`src/rtl/hidden_cpu_feeder_pkg.sv`:
```
// Shared types and constants for the HiddenCPU feeder.
// State encoding, io_in bit positions, instruction width.
package hidden_cpu_pkg;

  localparam int INSTR_W     = 6;
  localparam int CPU_CLK_BIT = 0;
  localparam int CPU_RST_BIT = 1;
  localparam int INSTR_LSB   = 2;

  typedef enum logic [2:0] {
    IDLE,
    RST,
    RUN,
    DRAIN,
    FIN
  } state_e;

  function automatic logic [7:0] io_byte(
    input logic [INSTR_W-1:0] ins,
    input logic               r,
    input logic               c
  );
    logic [7:0] b;
    b = '0;
    b[CPU_CLK_BIT] = c;
    b[CPU_RST_BIT] = r;
    b[INSTR_LSB +: INSTR_W] = ins;
    return b;
  endfunction

endpackage

```
`src/rtl/hidden_cpu_feeder_if.sv`:
```
// Program load port: valid/ready with data and last marker.
// master = host side, slave = feeder side.
interface hidden_cpu_feeder_if;
  import hidden_cpu_pkg::*;

  logic               load_valid;
  logic               load_ready;
  logic [INSTR_W-1:0] load_data;
  logic               load_last;

  modport master (
    output load_valid,
    output load_data,
    output load_last,
    input  load_ready
  );

  modport slave (
    input  load_valid,
    input  load_data,
    input  load_last,
    output load_ready
  );

endinterface

```
`src/rtl/hidden_cpu_prog_buf.sv`:
```
// Program storage: DEPTH x INSTR_W, sync write, comb read.
// Ports: clk, we_i/waddr_i/wdata_i write, raddr_i/rdata_o read.
module hidden_cpu_prog_buf
  import hidden_cpu_pkg::*;
#(
  parameter int DEPTH = 16,
  parameter int AW    = 4
) (
  input  logic               clk,
  input  logic               we_i,
  input  logic [AW-1:0]      waddr_i,
  input  logic [INSTR_W-1:0] wdata_i,
  input  logic [AW-1:0]      raddr_i,
  output logic [INSTR_W-1:0] rdata_o
);

  logic [INSTR_W-1:0] mem_q [DEPTH];

  always_ff @(posedge clk) begin
    if (we_i) mem_q[waddr_i] <= wdata_i;
  end

  assign rdata_o = mem_q[raddr_i];

endmodule

```
`src/rtl/hidden_cpu_feeder.sv`:
```
// Host driver for the HiddenCPU pins: loads, resets, streams, captures.
// Ports: clk/rst, ld load port, clear/start, status, cpu_io_in/out.
module hidden_cpu_feeder
  import hidden_cpu_pkg::*;
#(
  parameter int DEPTH      = 16,
  parameter int AW         = 4,
  parameter int RST_CYCLES = 2
) (
  input  logic                clk,
  input  logic                rst,
  hidden_cpu_feeder_if.slave  ld,
  input  logic                clear,
  input  logic                start,
  output logic                busy,
  output logic                done,
  output logic [AW:0]         prog_len,
  output logic [7:0]          result,
  output logic [7:0]          cpu_io_in,
  input  logic [7:0]          cpu_io_out
);

  localparam int CW = $clog2(2 * RST_CYCLES) + 1;
  localparam logic [AW:0] FULL = (AW + 1)'(DEPTH);
  localparam logic [CW-1:0] RST_LAST = CW'(2 * RST_CYCLES - 1);

  state_e             state_q;
  logic [AW:0]        wptr_q;
  logic [AW:0]        plen_q;
  logic [AW-1:0]      rptr_q;
  logic               phase_q;
  logic [CW-1:0]      cnt_q;
  logic               busy_q;
  logic               done_q;
  logic [7:0]         result_q;
  logic [7:0]         io_q;

  logic               accept;
  logic               we;
  logic               last_k;
  logic [AW-1:0]      raddr;
  logic [INSTR_W-1:0] rdata;

  assign ld.load_ready = (state_q == IDLE) && (wptr_q < FULL);
  assign accept = ld.load_valid && ld.load_ready;
  assign we     = accept && !clear;
  assign last_k = ({1'b0, rptr_q} == plen_q - (AW + 1)'(1));

  // Reads happen only when the next instruction is loaded into
  // io_in: mem[0] leaving RST, mem[rptr+1] at a RUN high phase.
  assign raddr = (state_q == RUN) ? rptr_q + AW'(1) : '0;

  hidden_cpu_prog_buf #(
    .DEPTH (DEPTH),
    .AW    (AW)
  ) u_buf (
    .clk     (clk),
    .we_i    (we),
    .waddr_i (wptr_q[AW-1:0]),
    .wdata_i (ld.load_data),
    .raddr_i (raddr),
    .rdata_o (rdata)
  );

  always_ff @(posedge clk) begin
    if (!rst) begin
      state_q  <= IDLE;
      wptr_q   <= '0;
      plen_q   <= '0;
      rptr_q   <= '0;
      phase_q  <= 1'b0;
      cnt_q    <= '0;
      busy_q   <= 1'b0;
      done_q   <= 1'b0;
      result_q <= '0;
      io_q     <= io_byte('0, 1'b1, 1'b0);
    end else begin
      done_q <= 1'b0;
      unique case (state_q)
        IDLE: begin
          io_q <= '0;
          if (clear) begin
            wptr_q <= '0;
            plen_q <= '0;
          end else begin
            if (accept) begin
              wptr_q <= wptr_q + (AW + 1)'(1);
              if (ld.load_last || plen_q != '0 ||
                  wptr_q == FULL - (AW + 1)'(1))
                plen_q <= wptr_q + (AW + 1)'(1);
            end
            if (start && plen_q != '0) begin
              state_q <= RST;
              busy_q  <= 1'b1;
              cnt_q   <= '0;
              io_q    <= io_byte('0, 1'b1, 1'b0);
            end
          end
        end
        RST: begin
          if (cnt_q == RST_LAST) begin
            state_q <= RUN;
            rptr_q  <= '0;
            phase_q <= 1'b0;
            io_q    <= io_byte(rdata, 1'b0, 1'b0);
          end else begin
            cnt_q <= cnt_q + CW'(1);
            io_q  <= io_byte('0, 1'b1, ~io_q[CPU_CLK_BIT]);
          end
        end
        RUN: begin
          if (!phase_q) begin
            phase_q <= 1'b1;
            io_q    <= io_byte(io_q[INSTR_LSB +: INSTR_W],
                               1'b0, 1'b1);
          end else if (last_k) begin
            state_q <= DRAIN;
            io_q    <= io_byte(io_q[INSTR_LSB +: INSTR_W],
                               1'b0, 1'b0);
          end else begin
            phase_q <= 1'b0;
            rptr_q  <= rptr_q + AW'(1);
            io_q    <= io_byte(rdata, 1'b0, 1'b0);
          end
        end
        DRAIN: begin
          result_q <= cpu_io_out;
          state_q  <= FIN;
          busy_q   <= 1'b0;
          done_q   <= 1'b1;
          io_q     <= '0;
        end
        FIN: begin
          state_q <= IDLE;
        end
        default: state_q <= IDLE;
      endcase
    end
  end

  assign busy      = busy_q;
  assign done      = done_q;
  assign prog_len  = plen_q;
  assign result    = result_q;
  assign cpu_io_in = io_q;

endmodule
```
`src/flat_wrapper.sv`:
```
// flat-port wrapper written by rule: the top's interface ports become plain ports
module hidden_cpu_feeder_flat import hidden_cpu_pkg::*;
#(
  parameter int DEPTH      = 16,
  parameter int AW         = 4,
  parameter int RST_CYCLES = 2
)
  (clk, rst, clear, start, busy, done, prog_len, result, cpu_io_in, cpu_io_out, ld_load_valid, ld_load_data, ld_load_last, ld_load_ready);
  hidden_cpu_feeder_if ld_i ();
  input  logic clk;
  input  logic rst;
  input  logic clear;
  input  logic start;
  output logic busy;
  output logic done;
  output logic [AW:0] prog_len;
  output logic [7:0] result;
  output logic [7:0] cpu_io_in;
  input  logic [7:0] cpu_io_out;
  input wire logic [$bits(ld_i.load_valid)-1:0] ld_load_valid;
  input wire logic [$bits(ld_i.load_data)-1:0] ld_load_data;
  input wire logic [$bits(ld_i.load_last)-1:0] ld_load_last;
  output wire logic [$bits(ld_i.load_ready)-1:0] ld_load_ready;
  assign ld_i.load_valid = ld_load_valid;
  assign ld_i.load_data = ld_load_data;
  assign ld_i.load_last = ld_load_last;
  assign ld_load_ready = ld_i.load_ready;
  hidden_cpu_feeder #(.DEPTH(DEPTH), .AW(AW), .RST_CYCLES(RST_CYCLES)) u_core (.clk(clk), .rst(rst), .ld(ld_i), .clear(clear), .start(start), .busy(busy), .done(done), .prog_len(prog_len), .result(result), .cpu_io_in(cpu_io_in), .cpu_io_out(cpu_io_out));
endmodule
```
`config.mk`:
```
export PLATFORM = sky130hd
export DESIGN_NAME = hidden_cpu_feeder_flat
export DESIGN_NICKNAME = d
export VERILOG_FILES = /design/src/rtl/hidden_cpu_feeder_pkg.sv /design/src/rtl/hidden_cpu_feeder_if.sv /design/src/rtl/hidden_cpu_prog_buf.sv /design/src/rtl/hidden_cpu_feeder.sv /design/src/flat_wrapper.sv
export SDC_FILE = /design/constraint.sdc
export NUM_CORES = 1
export LEC_CHECK = 0
export CORE_AREA = 2 2 157 159
export DETAILED_ROUTE_END_ITERATION = 8
export DIE_AREA = 0 0 159 161
export SLEW_MARGIN = 20
export SYNTH_ARGS = -nofsm -noshare
export SYNTH_HDL_FRONTEND = slang
export SYNTH_SLANG_ARGS = --single-unit
```
`constraint.sdc`:
```
create_clock -name clk -period 3.2 [get_ports clk]
set_input_delay 0.32 -clock clk [delete_from_list [all_inputs] [get_ports clk]]
set_output_delay 0.32 -clock clk [all_outputs]
set_load 0.05 [all_outputs]
```
# Word level (Yosys, flattened, before mapping)
# Memory sizes are Yosys's and may differ from the RTL's.
# Cells that the tools add are included.
dict set report word_totals {
  register_bits 39
  mem_count 1
  output_inout_bits 24
  word_cells 90
  ramBits 96
}
# name words width read_ports rd_ports_with_merged_regs wr line_no
set mem_list {}
lappend mem_list {u_core.u_buf.mem_q 16 6 1 0 1 hidden_cpu_prog_buf.sv:17} ;# logic [INSTR_W-1:0] mem_q [DEPTH];
dict set report op_classes {
  n_mux 36
  n_eq_ne 13
  reduce_logical 23
  n_bitwise 1
  order_cmp 1
  addsub 4
}
# cell count
set ops {}
lappend ops {{$mux 8} 4}
lappend ops {{$pmux 8 s4} 1}
lappend ops {{$mux 5} 5}
lappend ops {{$mux 3} 8}
lappend ops {{$mux 4} 4}
lappend ops {{$pmux 3 s4} 1}
lappend ops {{$reduce_bool 2->1} 5}
lappend ops {{$eq 3x2->1 const B} 3}
lappend ops {{$reduce_and 3->1} 3}
lappend ops {{$mux 1} 8}
lappend ops {{$ne 2x2->1 const B} 4}
lappend ops {{$pmux 4 s2} 1}
lappend ops {{$reduce_and 4->1} 2}
lappend ops {{$ne 2x1->1 const B} 3}
lappend ops {{$pmux 3 s2} 1}
lappend ops {{$add 5x1->5 const B} 1}
lappend ops {{$eq 4x5->1} 1}
lappend ops {{$eq 5x4->1 const B} 1}
lappend ops {{$lt 5x5->1 const B} 1}
lappend ops {{$reduce_and 5->1} 1}
lappend ops {{$reduce_bool 5->1} 1}
lappend ops {{$sub 5x1->5 const B} 1}
lappend ops {{$add 4x1->4 const B} 1}
lappend ops {{$logic_and 1x1->1} 4}
lappend ops {{other kinds (10)} 13}

# Depth between registers and ports, before layout
# Gate-level depths: netlist (run 1).
dict set report logic_depth {
  word_depth 6
  depth_mapped 9
  depth_no_buf 8
}

# By module
# From an unflattened synthesis (run 1), not the netlist that was laid out.
dict set report hier_totals {
  hier_cells 382
  hier_area_um2 5647.9
}
# module n_inst cells_each area_per_inst_um2 seq_area_each_um2
set modules_own_cells {}
lappend modules_own_cells {hidden_cpu_prog_buf 1 172 3774.9 2882.8}
lappend modules_own_cells {hidden_cpu_feeder 1 210 1873.0 780.7}

# Least setup slack after synthesis (run 1)
# No wires, ideal clock.
dict set report synth_timing {
  kind {flip-flop to flip-flop}
  startpoint {register u_core.state_q[2]}
  endpoint {memory u_core.u_buf.mem_q[0][0], enable pin}
  path_buffers 1
  slack_ps 856
  arrival_time_ps 1967
  stages_incl_launch_ff 6
  path_cell_list {dfxtp_1 buf_4 or3_4 nor4b_4 nand2_1 nor3_1}
}
dict set report synth_between {
  elab_chain_cells 6
}
# item line_no
set synth_lines {}
lappend synth_lines {{start: declaration} hidden_cpu_feeder.sv:27} ;# state_e state_q;
lappend synth_lines {{start signal: assignment} hidden_cpu_feeder.sv:67} ;# state_q <= IDLE;
lappend synth_lines {{start signal: assignment} hidden_cpu_feeder.sv:93} ;# state_q <= RST;
lappend synth_lines {{start signal: assignment} hidden_cpu_feeder.sv:102} ;# state_q <= RUN;
lappend synth_lines {{$logic_not 3->1} hidden_cpu_feeder.sv:44} ;# assign ld.load_ready = (state_q == IDLE) && (wptr_q < FULL);
lappend synth_lines {{$logic_and 1x1->1} hidden_cpu_feeder.sv:44}
lappend synth_lines {{$logic_and 1x1->1} hidden_cpu_feeder.sv:45} ;# assign accept = ld.load_valid && ld.load_ready;
lappend synth_lines {{$logic_and 1x1->1} hidden_cpu_feeder.sv:46} ;# assign we = accept && !clear;
lappend synth_lines {{$mux 1} hidden_cpu_prog_buf.sv:20} ;# if (we_i) mem_q[waddr_i] <= wdata_i;
lappend synth_lines {{$mux 1 (implied by the code)} hidden_cpu_prog_buf.sv:20}
lappend synth_lines {{end: declaration} hidden_cpu_prog_buf.sv:17}
# No other way between the ends.

# Final worst setup path (run 1)
dict set report layout_timing {
  startpoint {register u_core.state_q[0]}
  endpoint {output ld_load_ready}
}
dict set report layout_between {
  elab_chain_cells 2
}
# item line_no
set layout_lines {}
lappend layout_lines {{$logic_not 3->1} hidden_cpu_feeder.sv:44}
lappend layout_lines {{$logic_and 1x1->1} hidden_cpu_feeder.sv:44}
lappend layout_lines {{end: declaration} flat_wrapper.sv:23} ;# output wire logic [$bits(ld_i.load_ready)-1:0] ld_load_ready;
# No other way between the ends.

==> results.toml, run 1 <==
[detailed_routing]
post-route-drc-count = 0
ant_nets = 0
wl_um = 14700
wl_per_cell_um = 16.7
first_pass_iters = 5
viasPerCell = 4.57
vias = 4030
drt_iter0_markers = 322

[die]
num_rows = 57
die_area_sq_mm = 0.0256
die_x_um = 159
core_area_sq_mm = 0.0240
die_h_um = 161
start_util = 0.245
io_pins = 44

[clock_tree]
insertion_delay_ns = 0.42
ctsResizeCount = 0
clk_pin_slew_ns = 0.06
htreeDepth = 4
cts_root_buf = "clkbuf_16"
numClockSinks = 135
ctsHoldBuffers = 0
cts_tree = "done"
postCtsSetupBuffers = 0
cts_buffers = 17
clk_path_buf_depth = 2

[worst_setup_path]
critPathMaxStageDelay_ns = 0.83
reg2reg_from = "u_core.state_q[0]"
cp-end-kind = "primary output"
critPathKind = "flip-flop to primary output"
path_cells = "or3_4 > nor2_1 > clkdlybuf4s50_1"
crit_slowest_cell = "clkdlybuf4s50_1"
rrSetupSlack_ns = 0.67
crit_fanout = 14
path_delay_family = "buffers and inverters"
crit_path_start_kind = "flip-flop"
rr_worst_depth = 4
crit_end = "ld_load_ready"
arrival_ns = 2.36
reg2reg_to = "u_core.u_buf.mem_q[10][2]"
cp.required_ns = 2.88
crit_path_start = "u_core.state_q[0]"
critical_path_buf_inv_count = 1
path_depth = 3

[timing]
period_minus_slack_ns = 2.68
hold_viol = 0
clock_skew_ns = 0.00799
tns_ns = 0
tightest_slew_ns = 0.735
worst_slack_ns = 0.523
slew_headroom = 0.508
hold_slack_ns = 0.454
setup_viol = 0
max_clock_freq_mhz = 374
rsz0062_at_grt = "no"
slew_violations = 0
finalCritPeriodShare = 0.836

[pwr]
combPwrFrac = 0.038
power-per-cell-area_mw_per_mm2 = 537
p_clk_frac = 0.474
ir_worst_vdd_mv = 0.262
power.total_uw = 3870
p_int_uw = 3010
total_leakage_power_uw = 0.00243
swShare = 0.223
p_seq_frac = 0.488
p_sw_uw = 864

[yosys]
syn_area_sq_mm = 0.00587
yosys_warnings = 0
synth_seq_area_share = 0.625
syn_area_per_cell_sq_um = 11.8
ys_async_sr_fraction = 0
synth_seq_cells = 135
yosysUniqueCellTypes = 63
synth_fp_nets = 525
postSynthCellCount = 496
ys.flop_type = "edfxtp_1"
synth_enable_flop_cells = 96

[flow_run]
maxCapViolations = 0

[grt]
track_usage = 0.117
grt_pass1_vias = 3945
grt_pass1_wl_um = 22700
grt_overflow = 0
grt_antenna_before_repair = 0
grt_max_degree = 36

[final_layout]
mostFrequentLayoutCells = "edfxtp_1, nand2_1, nor2_1"
layout-drive-gt1-share = 0.117
nets = 573
n_fill_cell = 2468
diodes = 0
layout_commonest_cell = "edfxtp_1"
syn2layout_area_growth_pct = 22.9

[placed_design]
place_ws_ns = 0.682
hpwl_um = 10000
portBuffers = 43
gp_congestion = 0.835

[worst_hold_path]
hp-class = "flip-flop to flip-flop"

[status]
status = "completed"
sequential cells by signal (all words and copies together) (netlist names), 3 cells and up:
name	flops
u_core.prog_len	5
u_core.rptr_q	4
u_core.wptr_q	5
u_core.state_q	3
u_core.cnt_q	3
u_core.cpu_io_in	8
u_core.result	8
u_core.u_buf.mem_q	96
stage by stage:
step                      utilization  instances  cell area [sq um]
after floorplan                     -        496               5870
after global placement          0.278        849               6660
after detailed placement        0.278        849               6660
after CTS                       0.301        881               7210
after global routing            0.301        881               7210
final                           0.301        881               7210
cells in the mapped netlist, drive strengths merged, types with 10 or more instances:
library cell / n / area share
a31oi: 10 / 0.011
dfxtp: 39 / 0.13
buf: 15 / 0.017
o21ai: 15 / 0.013
nor2: 46 / 0.033
nor3: 16 / 0.016
nand3: 18 / 0.015
a22oi: 11 / 0.014
inv: 11 / 0.0070
a21oi: 28 / 0.024
mux2i: 20 / 0.036
nand2: 71 / 0.045
clkbuf: 12 / 0.0081
edfxtp: 96 / 0.49
how the worst min path moves through the flow:
| stage | startpoint | endpoint | slack (ns) | depth (start not counted) |
|---|---|---|---|---|
| 4_1_cts | u_core.cnt_q[1] | u_core.cnt_q[1] | 0.46 | 2 |
| 6_report | u_core.cnt_q[1] | u_core.cnt_q[1] | 0.45 | 2 |
| 5_1_grt | u_core.cnt_q[1] | u_core.cnt_q[1] | 0.47 | 2 |
| 3_5_place_dp | u_core.cnt_q[1] | u_core.cnt_q[1] | 0.45 | 2 |
| 3_3_place_gp | u_core.cnt_q[2] | u_core.cnt_q[2] | 0.44 | 2 |
| 2_1_floorplan | ld_load_data[0] | u_core.u_buf.mem_q[0][0] | 0.42 | 0 |
per-layer routing:
layer	vias to the layer above	wire (um)	track usage
li1	1927	-	-
met1	1968	7040	0.160
met2	119	6620	0.179
met3	16	892	0.0352
met4	0	170	0.0368
met5	-	0	0
logic make-up after synthesis:
group | share of synthesized area
and+or+nand+nor | 0.159
AOI/OAI and AO/OA | 0.105
xor gates and xnor gates | 0.0134
muxes | 0.0459
DFF | 0.625
buffers and inverters | 0.0331
adders and majority gates | 0.0192
layout make-up:
cell class	instances	area (sq um)	share of cell area
Tap cell	324	405	0.0562
Timing Repair Buffer	56	528	0.0732
Inverter	12	45.0	0.00625
Clock buffer	18	429	0.0595
Clock inverter	14	124	0.0172
Sequential cell	135	3660	0.508
Multi-Input combinational cell	322	2010	0.279
worst reg2reg max path, stage by stage (launching register included):
cell	delay, ns
dfxtp_1	0.47
or3_4	0.47
nor4b_4	0.45
nand2_1	0.26
nor2_1	0.51
power groups by stage:
stage          registers (uW)  clock network [uW]  logic, uW
3_5_place_dp             1930                   0        147
2_1_floorplan            1940                   0       59.5
5_1_grt                  1890                1950        160
4_1_cts                  1890                1880        148
6_report                 1890                1840        147
3_3_place_gp             1930                   0        146
(Power assumes the default switching activity.)
==> inputs of run 2 (changes only) <==
Clock period 3.2 ns to 2.55 ns, I/O delays scaled along.
==> run 2 against run 1 <==
Net effect: first-iteration DRC count shrank 9.3%; wire length is 1.7% lower; core utilization increased by 0.63 points; clock power increased by 27%; critical endpoint is now u_core.cpu_io_in[3]; largest cell class unchanged.
==> results.toml, run 2 (synthesized netlist as in run 1, its figures left out) <==
[status]
status = "completed"

[timing]
tightest_slew_ns = 0.728
hold_viol = 0
finalCritPeriodShare = 0.937
slew_headroom = 0.513
slew_violations = 0
clock_skew_ns = 0.0113
period_minus_slack_ns = 2.39
tns_ns = 0
max_clock_freq_mhz = 418
setup_viol = 0
rsz0062_at_grt = "no"

[detailed_routing]
viasPerCell = 4.56
post-route-drc-count = 0
ant_nets = 0
drt_iter0_markers = 292
wl_per_cell_um = 16.1
first_pass_iters = 5
wl_um = 14500
vias = 4099

[worst_setup_path]
rr_worst_depth = 8
arrival_ns = 2.67
cp.required_ns = 2.83
reg2reg_from = "u_core.prog_len[0]"
crit_path_start_kind = "flip-flop"
crit_path_start = "u_core.prog_len[0]"
critPathKind = "flip-flop to flip-flop"
crit_fanout = 6
rrSetupSlack_ns = 0.16
cp-end-kind = "flip-flop"
reg2reg_to = "u_core.cpu_io_in[3]"

[die]
die_x_um = 159
die_area_sq_mm = 0.0256
io_pins = 44
die_h_um = 161
num_rows = 57
core_area_sq_mm = 0.0240
start_util = 0.245

[final_layout]
fin_cells = 898
layout-drive-gt1-share = 0.145
fin_area_sq_mm = 0.00736
utilization = 0.307
largest_reg_flops = 96
nets = 592
syn2layout_area_growth_pct = 25.5
n_fill_cell = 2474
diodes = 0
layout_commonest_cell = "edfxtp_1"
largest_register = "u_core.u_buf.mem_q"
mostFrequentLayoutCells = "edfxtp_1, nand2_1, nor2_1"

[clock_tree]
clk_pin_slew_ns = 0.06
insertion_delay_ns = 0.43
clk_path_buf_depth = 2
htreeDepth = 4
postCtsSetupBuffers = 0
cts_buffers = 17
cts_tree = "done"
numClockSinks = 135
cts_root_buf = "clkbuf_16"

[grt]
grt_antenna_before_repair = 0
grt_overflow = 0
grt_max_degree = 36
grt_pass1_wl_um = 22500
grt_pass1_vias = 3861
track_usage = 0.115

[placed_design]
portBuffers = 43
place_area_sq_mm = 0.00680
hpwl_um = 9890
dp_cells = 868
gp_congestion = 0.823

[pwr]
power-per-cell-area_mw_per_mm2 = 664
p_clk_frac = 0.476
swShare = 0.211
p_int_uw = 3850
p_sw_uw = 1030
total_leakage_power_uw = 0.00252
p_seq_frac = 0.486
combPwrFrac = 0.037
ir_worst_vdd_mv = 0.266

[worst_hold_path]
hp-class = "input pin to flip-flop"
hold_end = "u_core.result[3]"
worstHoldStart = "cpu_io_out[3]"
holdPathStages = 3

[flow_run]
maxCapViolations = 0
==> run 2: cell count changes in the layout (fill, tap and decap cells not counted), sizes merged <==
| cell | change |
|---|---|
| buf | +19 |
| bufinv | +1 |
| clkbuf | -1 |
| clkdlybuf4s50 | -1 |
| clkinv | -1 |
| clkinvlp | +2 |
| dlymetal6s2s | +1 |
| inv | -3 |
==> run 2: what timing repair did <==
item / in CTS / in global routing
setup endpoints to repair: 0 / 1
gates resized for setup: 0 / 1
hold buffers: 0 / 0
==> run 2: worst max-delay path by stage <==
| stage | cells after the start | to |
|---|---|---|
| after global placement | 8 | u_core.cpu_io_in[3] |
| final | 8 | u_core.cpu_io_in[3] |
| after detailed placement | 8 | u_core.cpu_io_in[3] |
| after CTS | 3 | ld_load_ready |
| after global routing | 8 | u_core.cpu_io_in[3] |
| after floorplan | 5 | u_core.u_buf.mem_q[0][0] |
==> run 2: layout make-up <==
| class | count | area, sq um | area share |
|---|---|---|---|
| clock inverters | 13 | 134 | 0.0182 |
| clock buffers | 17 | 425 | 0.0578 |
| repair buffers | 75 | 673 | 0.0914 |
| inverters | 12 | 45.0 | 0.00612 |
| flip-flops and latches | 135 | 3660 | 0.498 |
| well taps | 324 | 405 | 0.0551 |
| multi-input cells | 322 | 2010 | 0.274 |
==> run 2: worst max-delay path, cell delays in order, from the launching register on <==
cell	delay (ns)
dfxtp_1	0.36
inv_1	0.07
ha_1	0.22
or3b_2	0.45
o22ai_1	0.23
nor3_1	0.10
o31ai_2	0.51
a311o_1	0.21
o22ai_1	0.07
==> run 2: through the flow <==
step | hold slack (ns) | power [uW] | setup slack (ns)
floorplan | 0.354 | 2510 | 0.206
global placement | 0.441 | 2600 | 0.173
detailed placement | 0.452 | 2610 | 0.184
CTS | 0.433 | 4930 | 0.0112
global route | 0.462 | 5020 | 0.0171
finish | 0.449 | 4880 | 0.160
==> run 2: power groups by stage <==
| stage | clock [uW] | combinational (uW) | sequential [uW] |
|---|---|---|---|
| 6_report | 2330 | 182 | 2380 |
| 3_5_place_dp | 0 | 184 | 2420 |
| 3_3_place_gp | 0 | 182 | 2420 |
| 5_1_grt | 2450 | 200 | 2380 |
| 4_1_cts | 2370 | 185 | 2380 |
| 2_1_floorplan | 0 | 74.7 | 2440 |
==> run 2: layer usage <==
metal | part of all wire | track usage | wire length [um]
met2 | 0.45 | 0.173 | 6470
met4 | 0.012 | 0.0372 | 171
met1 | 0.48 | 0.161 | 6910
met3 | 0.063 | 0.0326 | 911
met5 | 0 | 0 | 0
